`src/rtl/tea_pkg.sv`:
```
// Shared TEA definitions used by both the encrypt and decrypt stages.
package tea_pkg;

    typedef logic [31:0] word_t;

    localparam word_t       TEA_DELTA          = 32'h9E3779B9;
    localparam int unsigned TEA_ROUNDS_DEFAULT = 32;
    localparam word_t       TEA_SUM_INIT       = 32'hC6EF3720;

    typedef enum logic [1:0] {
        IDLE = 2'd0,
        RUN  = 2'd1,
        DONE = 2'd2
    } tea_state_t;

    // TEA mixing function: ((v<<4)+ka) ^ (v+sum) ^ ((v>>5)+kb)
    function automatic word_t tea_mix(input word_t v, input word_t sum,
                                      input word_t ka, input word_t kb);
        return ((v << 4) + ka) ^ (v + sum) ^ ((v >> 5) + kb);
    endfunction

endpackage

```
`src/rtl/tea_dec_round.sv`:
```
// One combinational TEA decryption round (z is updated first, y uses the new z).
module tea_dec_round
    import tea_pkg::*;
(
    input  word_t y,
    input  word_t z,
    input  word_t sum,
    input  word_t k0,
    input  word_t k1,
    input  word_t k2,
    input  word_t k3,
    output word_t y_next,
    output word_t z_next
);

    // Inverse Feistel step; all arithmetic wraps mod 2^32
    always_comb begin
        z_next = z - tea_mix(y, sum, k2, k3);
        y_next = y - tea_mix(z_next, sum, k0, k1);
    end

endmodule

```
`src/rtl/tea_decrypt.sv`:
```
// Iterative TEA decryption core with valid/ready handshakes.
// Optional build macro TEA_DEC_UNROLL2_EN: two chained rounds per clock
// (ROUNDS must then be even), halving latency with bit-identical results.
module tea_decrypt
    import tea_pkg::*;
#(
    parameter int unsigned ROUNDS = TEA_ROUNDS_DEFAULT,
    parameter word_t       DELTA  = TEA_DELTA
) (
    input  logic        clk,
    input  logic        reset,
    input  logic        in_valid,
    output logic        in_ready,
    input  logic [31:0] v1_enc,
    input  logic [31:0] v2_enc,
    input  logic [31:0] key1,
    input  logic [31:0] key2,
    input  logic [31:0] key3,
    input  logic [31:0] key4,
    output logic        out_valid,
    input  logic        out_ready,
    output logic [31:0] v1_dec,
    output logic [31:0] v2_dec,
    output logic        busy
);

    if (ROUNDS == 0) begin : g_bad_rounds
        $error("tea_decrypt: ROUNDS must be >= 1");
    end

    localparam word_t SUM_INIT = word_t'(DELTA * ROUNDS);

    tea_state_t state, state_nx;
    logic       accept;
    logic       last;

    word_t y, z, sum, cnt;
    word_t k0, k1, k2, k3;
    word_t y_nx, z_nx;

`ifdef TEA_DEC_UNROLL2_EN
    if (ROUNDS % 2 != 0) begin : g_odd_rounds
        $error("tea_decrypt: ROUNDS must be even when TEA_DEC_UNROLL2_EN is set");
    end

    localparam word_t CNT_LOAD = word_t'(ROUNDS / 2 - 1);
    localparam word_t SUM_STEP = DELTA << 1;

    word_t y_mid, z_mid;

    // Second round runs with the sum value the following single round would see
    tea_dec_round u_round0 (
        .y(y), .z(z), .sum(sum),
        .k0(k0), .k1(k1), .k2(k2), .k3(k3),
        .y_next(y_mid), .z_next(z_mid)
    );
    tea_dec_round u_round1 (
        .y(y_mid), .z(z_mid), .sum(sum - DELTA),
        .k0(k0), .k1(k1), .k2(k2), .k3(k3),
        .y_next(y_nx), .z_next(z_nx)
    );
`else
    localparam word_t CNT_LOAD = word_t'(ROUNDS - 1);
    localparam word_t SUM_STEP = DELTA;

    tea_dec_round u_round0 (
        .y(y), .z(z), .sum(sum),
        .k0(k0), .k1(k1), .k2(k2), .k3(k3),
        .y_next(y_nx), .z_next(z_nx)
    );
`endif

    // State register
    always_ff @(posedge clk) begin
        if (reset) state <= IDLE;
        else       state <= state_nx;
    end

    // Next-state and handshake outputs
    always_comb begin
        state_nx  = state;
        in_ready  = 1'b0;
        out_valid = 1'b0;
        busy      = 1'b0;
        accept    = 1'b0;
        last      = (cnt == '0);
        case (state)
            IDLE: begin
                in_ready = 1'b1;
                accept   = in_valid;
                if (in_valid) state_nx = RUN;
            end
            RUN: begin
                busy = 1'b1;
                if (last) state_nx = DONE;
            end
            DONE: begin
                busy      = 1'b1;
                out_valid = 1'b1;
                if (out_ready) state_nx = IDLE;
            end
            default: state_nx = IDLE;
        endcase
    end

    // Block capture, round iteration and result load
    always_ff @(posedge clk) begin
        if (reset) begin
            y      <= '0;
            z      <= '0;
            sum    <= '0;
            cnt    <= '0;
            k0     <= '0;
            k1     <= '0;
            k2     <= '0;
            k3     <= '0;
            v1_dec <= '0;
            v2_dec <= '0;
        end else if (accept) begin
            y   <= v1_enc;
            z   <= v2_enc;
            k0  <= key1;
            k1  <= key2;
            k2  <= key3;
            k3  <= key4;
            sum <= SUM_INIT;
            cnt <= CNT_LOAD;
        end else if (state == RUN) begin
            y   <= y_nx;
            z   <= z_nx;
            sum <= sum - SUM_STEP;
            cnt <= cnt - 1'b1;
            if (last) begin
                v1_dec <= y_nx;
                v2_dec <= z_nx;
            end
        end
    end

endmodule

```
`config.mk`:
```
export PLATFORM = sky130hd
export DESIGN_NAME = tea_decrypt
export DESIGN_NICKNAME = d
export VERILOG_FILES = /design/src/rtl/tea_pkg.sv /design/src/rtl/tea_dec_round.sv /design/src/rtl/tea_decrypt.sv
export SDC_FILE = /design/constraint.sdc
export NUM_CORES = 1
export LEC_CHECK = 0
export ABC_AREA = 1
export CORE_UTILIZATION = 45
export CTS_CLUSTER_DIAMETER = 120
export DETAILED_ROUTE_END_ITERATION = 8
export PLACE_DENSITY_LB_ADDON = 0.2
export SLEW_MARGIN = 30
export SYNTH_ARGS = -nofsm -noshare
export SYNTH_HDL_FRONTEND = slang
export SYNTH_SLANG_ARGS = --single-unit
```
`constraint.sdc`:
```
create_clock -name clk -period 9.56 [get_ports clk]
set_input_delay 0.956 -clock clk [delete_from_list [all_inputs] [get_ports clk]]
set_output_delay 0.956 -clock clk [all_outputs]
set_load 0.01 [all_outputs]
```
# Yosys cells after proc, flatten, opt, wreduce, memory -nomap -nowiden

Index checks and enable logic that the tools add are counted.

Flip-flop bits (word level): 322
Input bits: 196
Output and inout bits: 67
Logic and storage cells: 56

Add/subtract/negate cells: 10
Equality and inequality tests: 5
Multiplexer cells: 16
Bitwise operators: 5
Reduce and logical (&&, ||, !) cells: 7

Operators by type and width:

| kind                                                                   | number |
|---|---|
| 32-bit two-way mux                                                     | 6 |
| 32-bit adder                                                           | 4 |
| 32-bit XOR                                                             | 4 |
| 27-bit by 32-bit adder with 32-bit output                              | 2 |
| 32-bit subtractor                                                      | 2 |
| 32-bit zero test                                                       | 1 |
| 32-bit by 1-bit subtractor with 32-bit output (second input constant)  | 1 |
| 32-bit subtractor (second input constant)                              | 1 |
| 5-bit two-way mux                                                      | 2 |
| 2-bit two-way mux                                                      | 3 |
| 2-bit inequality test (second input constant)                          | 3 |
| 2-bit case mux with 3 select lines                                     | 1 |
| 3-bit AND reduction                                                    | 2 |
| 1-bit two-way mux                                                      | 4 |
| 2-bit OR reduction                                                     | 2 |
| 2-bit by 1-bit equality test with 1-bit output (second input constant) | 1 |
| 2-bit equality test (second input constant)                            | 1 |
| 2-bit zero test                                                        | 1 |
| 2-bit nonzero test                                                     | 1 |
| 1-bit inverter                                                         | 1 |

# Logic depth before layout (Yosys ltp)

Gate-level depths: netlist (run 1).

Word-level depth: 10
Gate-level depth with buffers: 57
Mapped depth without buffers: 57

# By module

From an unflattened synthesis (run 1), not the netlist that was laid out.

Cell total of the unflattened synthesis: 4093
Area, all modules: 27078.5 µm²

By module, submodules not included:

| module        | times used | cells each | area each (µm²) | seq. area each (µm²) |
|---|---|---|---|---|
| tea_decrypt   | 1          | 1989       | 13700.6         | 6446.2 |
| tea_dec_round | 1          | 2104       | 13377.8         | 0.0 |

# Least setup slack after synthesis (run 1)

OpenSTA, ideal clock, no wires.

Kind: register to register
Start: reg sum[0]
End: reg v1_dec[31]
Library setup time: 0.109 ns
Arrival: 7.058 ns
Required time: 9.451 ns
Path slack: 2.394 ns
Stages on the path, launching flop included: 45
Path buffers: 0
Clock period less this slack: 7.166 ns
Cell sequence: dfxtp_1 ha_1 fa_1 nand3_1 nand2_1 a21oi_1 o21ai_2 a21boi_2 o21ai_2 nand3_1 nand2_1 xor2_1 xor2_1 xor2_1 ha_1 nand2_1 nor4_1 nand2_1 [9 not listed] nor3_1 a311oi_1 a21oi_1 xor2_1 xor3_1 ha_1 inv_1 nor3_1 nand2_1 inv_1 a2111oi_0 nand3_1 nand2_1 nand3_1 nand2_1 nand2_1 nand2_1 inv_1

Word-level cells in the longest chain between the ends: 8
Elaborated cells on any way between the ends: 10
Classes of those cells: add/sub: 6; bitwise: 4

RTL lines:

| item                        | RTL line            | RTL |
|---|---|---|
| start, declared             | tea_decrypt.sv:37   | `word_t y, z, sum, cnt;` |
| start signal, assigned      | tea_decrypt.sv:131  | `sum <= sum - SUM_STEP;` |
| 32-bit adder (*)            | tea_pkg.sv:19       | `return ((v << 4) + ka) ^ (v + sum) ^ ((v >> 5) + kb);` |
| 32-bit XOR (*) (2 in a row) | tea_pkg.sv:19       |  |
| 32-bit subtractor (*)       | tea_dec_round.sv:18 | `z_next = z - tea_mix(y, sum, k2, k3);` |
| via u_round0.z_next[25]     | tea_dec_round.sv:13 | `output word_t z_next` |
| 32-bit adder                | tea_pkg.sv:19       |  |
| 32-bit XOR                  | tea_pkg.sv:19       |  |
| 32-bit XOR (*)              | tea_pkg.sv:19       |  |
| 32-bit subtractor (*)       | tea_dec_round.sv:19 | `y_next = y - tea_mix(z_next, sum, k0, k1);` |
| end signal, assigned        | tea_decrypt.sv:134  | `v1_dec <= y_nx;` |
| end, declared               | tea_decrypt.sv:22   | `output logic [31:0] v1_dec,` |

Mark *: on every way through the listed nets, which the timed path passes. The rest lies on a longest branch.
A chain may end at the register's enable or synchronous reset.

# Final worst setup path (run 1)

Ends and elaborated chain as after synthesis.

==> flow_summary.toml, run 1 <==
[cells_and_area]
antenna-diode-count = 0
fill_cells = 5572
area_growth_pct = 19.0
stdcell_count = 4735
layout-drive-gt1-share_pct = 5.57
layout_common_cells = "731 x nand2_1, 554 x nor2_1, 350 x inv_1"
final_common_cell = "nand2_1"
final_nets = 4407

[setup_path]
crit_arrival_ps = 9080
startpoint_type = "register"
worstPathRequired_ps = 10030
cpPeakStageDelay_ps = 510
critPathTopFamily = "compound AO/OA/AOI/OAI gates"
crit_type = "reg2reg"
crit_path_top_delay_cell = "a2111oi_0"
worst-path-buf-inv = 5
worstPathMaxFanout = 5
cp_common_cell = "nand2_1"
critPathCaptureType = "register"

[die]
io_pins = 263
initial_core_util_pct = 45.8
fp.dieH_um = 240
die_x_um = 240
fp.coreArea_um2 = 55400
rows = 86
dieArea_um2 = 57400

[run]
maxCapViolations = 0

[placed_design]
port-buffer-count = 262
place_inst = 4665
dp_hpwl_mm = 70.6
gp_congestion = 1.01

[timing]
hold_slack_ps = 475
relSlewSlack_pct = 36.5
slew_viol_final = 0
fmax_ghz = 0.116
final.setup.tns_ps = 0
final.min_clock_period_ps = 8610
clock_skew_ps = 15.9
setup_viol = 0
final.period_utilization_pct = 90.0
final_hold_viol_count = 0
rsz0062_at_grt = "no"
worstMarginPinSlew_ps = 952

[routing]
ant_nets = 0
drc = 0
vias_per_cell = 5.40
avgRoutedWirePerCell_um = 18.9
dr.pass1.iters = 7
dr.first_iter.drc_count = 1784
num_vias = 25600
drt_wl_total_mm = 89.4

[logic_synthesis]
synth-edff-count = 0
synth_seq_cells = 322
syn_area_um2 = 25400
ys_top_cells_by_area = "dfxtp_1 25%, ha_1 12%, nand2_1 11%"
synthCells = 3722
synth_top_area_share_pct = 25.4
syn_area_per_cell_um2 = 6.82
synthArstFlopShare_pct = 0
ys_warn_count = 0
synth-seq-area-share_pct = 25.4
synth_largest_area_cell = "dfxtp_1"
synth_ff_type = "dfxtp_1"
synthDistinctLibCells = 67
synth_nets = 4171

[clocking]
cts_tree = "yes"
cts_resized = 0
insertion_delay_ps = 580
cts_setup_buffers = 0
clock_path_buffers = 3
htreeDepth = 2
clock-sinks = 322
clock-root-buffer = "clkbuf_16"
clkTransAtPathRegs_ps = 60
cts_buffers = 39
hold_buffers = 0

[grt]
grt_pass1_vias = 24100
grt_pass1_wl_mm = 136
antenna_found_initial = 0
track_usage_pct = 30.8
grt_max_degree = 82
grt.overflow.total = 0

[status]
status = "completed"

[hold_path]
hold_path_class = "reg2reg"
stage by stage:
step | instance area, µm² | util (%) | setup slack, ps
5_1_grt | 30200 | 54.5 | 227
6_report | 30200 | 54.5 | 954
3_5_place_dp | 28800 | 52.1 | 1000
4_1_cts | 30200 | 54.5 | 979
2_1_floorplan | 25400 | - | 2390
3_3_place_gp | 28800 | 52.0 | 1030
synth_stat cells (8+ instances only):
master and n:
o21ai_0 269, xor2_1 215, a31oi_1 80, fa_1 8, inv_2 13, clkbuf_1 88
o221ai_1 9, nand2_2 18, nand2_1 732, nor4_1 12, dfxtp_1 322, xnor2_1 122
inv_1 352, o211ai_1 9, a211oi_1 12, ha_1 245, o21ai_1 11, nor3_1 40
a21boi_2 9, nor2_1 557, nand3_2 11, a21oi_2 19, o21a_1 19, nand4_1 26
a21o_1 21, a21oi_1 283, o21ai_2 19, nand3_1 107, o21bai_1 9
cell families (layout without fill, tap and decap cells):
kind of cell | Yosys count | in the layout | share of synthesized area (%)
fa+ha+maj | 253 | 253 | 12.7
compound gates | 803 | 803 | 18.3
buf+inv | 470 | 735 | 7.01
xor+xnor | 339 | 339 | 11.8
simple gates | 1535 | 1535 | 24.7
flops | 322 | 322 | 25.4
state kept, by name (all words and copies together) (netlist names):
register and flops:
state 2, cnt 32, v1_dec 32, k0 32, v2_dec 32, y 32, sum 32, k3 32
k2 32, k1 32, z 32
worst register-to-register path: cells and delay by family (launching register included):
family / cells / cell delay (ps)
buffers and inverters: 5 / 570
xor gates and xnor gates: 5 / 1200
AOI/OAI and AO/OA: 15 / 3430
adders and majority gates: 5 / 1580
DFF: 1 / 370
and+or+nand+nor: 16 / 1360
metal layers:
layer / share of wire [%] / wire length (µm) / GRT usage [%] / vias up
met2: 46 / 40800 / 51.1 / 817
met3: 6.3 / 5600 / 4.19 / 158
met4: 3.4 / 3080 / 11.4 / 0
li1: - / - / - / 12800
met5: 0 / 0 / 0 / -
met1: 45 / 39900 / 40.6 / 11800
cell type report:
type / count / area [µm²] / share of cell area (%)
multi-input combinational: 2930 / 17200 / 56.9
sequential: 322 / 6450 / 21.3
timing repair buffer: 299 / 2900 / 9.59
inverter: 366 / 1380 / 4.57
clock buffer: 50 / 1090 / 3.60
tap: 748 / 936 / 3.10
clock inverter: 20 / 277 / 0.915
final timing paths:
path / startpoint / endpoint / slack, ps / cells past startpoint
min: cnt[12] / cnt[12] / 470 / 1
max reg2reg: sum[0] / v1_dec[31] / 950 / 46
max: sum[0] / v1_dec[31] / 950 / 46
min reg2reg: cnt[12] / cnt[12] / 470 / 1
Power of run 1 is left out: the tool's default activity adds up to more than one toggle a clock period on the data nets, which glitch-free logic cannot reach.
==> run 2, diff against run 1 <==
--- a/config.mk
+++ b/config.mk
@@ -6,6 +6,7 @@
 export NUM_CORES = 1
 export LEC_CHECK = 0
 export ABC_AREA = 1
+export CAP_MARGIN = 25
 export CORE_UTILIZATION = 45
 export CTS_CLUSTER_DIAMETER = 120
 export DETAILED_ROUTE_END_ITERATION = 8
==> results of run 2 <==
The final DEF is identical to that of run 1; final timing and power are the same.
Power of run 2 is left out for the same reason.
==> run 3, diff against run 2 <==
==> constraint.sdc (replaced) <==
create_clock -name clk -period 10.4 [get_ports clk]
set_input_delay 1.04 -clock clk [delete_from_list [all_inputs] [get_ports clk]]
set_output_delay 1.04 -clock clk [all_outputs]
set_load 0.01 [all_outputs]
==> run 3 against run 2 <==
Register-to-register slack improved by 540 ps. Clock skew is 5.1 ps higher. Sequential cell count stayed put. Critical path type unchanged. Critical endpoint unchanged.
==> flow_summary.toml, run 3 (synthesized netlist as in run 1, its figures left out) <==
[timing]
final_hold_viol_count = 0
final.setup.tns_ps = 0
final.period_utilization_pct = 85.6
setup_viol = 0
fmax_ghz = 0.112
relSlewSlack_pct = 34.6
final.min_clock_period_ps = 8910
worstMarginPinSlew_ps = 978
clock_skew_ps = 21.0
rsz0062_at_grt = "no"
slew_viol_final = 0

[grt]
use_met1_pct = 40.4
antenna_found_initial = 1
grt_max_degree = 87
top_usage_layer = "met2"
track_usage_pct = 30.6
grt_use_met2_pct = 51.2
grt_pass1_vias = 23800
gr-usage-met3_pct = 4.13
grt.overflow.total = 0
grt_pass1_wl_mm = 135

[die]
io_pins = 263
dieArea_um2 = 57400
rows = 86
fp.dieH_um = 240
initial_core_util_pct = 45.8
die_x_um = 240
fp.coreArea_um2 = 55400

[setup_path]
r2r-end = "v1_dec[31]"
cpPeakStageDelay_ps = 630
reg2reg_depth = 43
worstPathRequired_ps = 10880
startpoint_type = "register"
crit_arrival_ps = 9390
crit_type = "reg2reg"
reg2reg_from = "sum[0]"
crit_path_top_delay_cell = "xor2_1"
cp_common_cell = "nand2_1"
worstPathMaxFanout = 5
reg2reg_setup_slack_ps = 1490
critPathCaptureType = "register"

[cells_and_area]
layout_common_cells = "731 x nand2_1, 555 x nor2_1, 351 x inv_1"
fin_util_pct = 54.4
antenna-diode-count = 0
fill_cells = 5559
final_common_cell = "nand2_1"
area_growth_pct = 18.8
multi_input_area_um2 = 17200
layout-drive-gt1-share_pct = 5.35
final_nets = 4400
seq_area_um2 = 6450

[hold_path]
min_path_cells = 1
min_to = "cnt[12]"
hold_path_class = "reg2reg"
worstHoldStart = "cnt[12]"

[routing]
num_vias = 25300
dr.pass1.iters = 5
drt_wl_total_mm = 88.5
ant_nets = 0
drc = 0
avgRoutedWirePerCell_um = 18.7
vias_per_cell = 5.36
dr.first_iter.drc_count = 1977

[clocking]
htreeDepth = 2
clock-sinks = 322
cts_resized = 0
cts_buffers = 39
clock-root-buffer = "clkbuf_16"
cts_setup_buffers = 0
clock_path_buffers = 3
hold_buffers = 0
clkTransAtPathRegs_ps = 60
cts_tree = "yes"
insertion_delay_ps = 590

[status]
status = "completed"

[run]
maxCapViolations = 0

[placed_design]
dp_hpwl_mm = 70.2
gp_congestion = 0.989
port-buffer-count = 262
==> run 3: how the worst max path moves through the flow <==
stage                       endpoint  cells past startpoint  startpoint
after global routing      v1_dec[31]                     43      sum[0]
after global placement    v1_dec[31]                     45      sum[0]
after CTS                 v1_dec[31]                     43      sum[0]
final                     v1_dec[31]                     43      sum[0]
after floorplan           v1_dec[31]                     44      sum[0]
after detailed placement  v1_dec[31]                     45      sum[0]
==> run 3: per-stage QoR <==
| step | instances | worst slack [ps] | hold slack (ps) | area, µm² |
|---|---|---|---|---|
| after global placement | 4658 | 1730 | 459 | 28800 |
| after CTS | 4728 | 1640 | 481 | 30100 |
| after global routing | 4728 | 804 | 503 | 30200 |
| after detailed placement | 4658 | 1680 | 474 | 28800 |
| after floorplan | 3722 | 3230 | 443 | 25400 |
| final | 4728 | 1490 | 483 | 30200 |
==> run 3: final cells by class <==
type / count / area share (%)
Clock buffer: 53 / 3.68
Clock inverter: 17 / 0.797
Inverter: 366 / 4.58
Multi-Input combinational cell: 2930 / 57.0
Sequential cell: 322 / 21.4
Tap cell: 748 / 3.10
Timing Repair Buffer: 292 / 9.44
==> run 3: layer usage <==
layer	part of all wire, %	vias up
li1	-	12800
met1	44	11700
met2	46	726
met3	6.9	156
met4	2.9	4
met5	0.031	-
==> run 3: critical path, delay by kind of cell (launching register included) <==
family,cells,cell delay (ps)
AOI/OAI and AO/OA,13,2860
and+or+nand+nor,17,1940
adders and majority gates,5,1770
xor gates and xnor gates,5,1610
DFF,1,370
buffers and inverters,3,230
Power of run 3 is left out for the same reason.
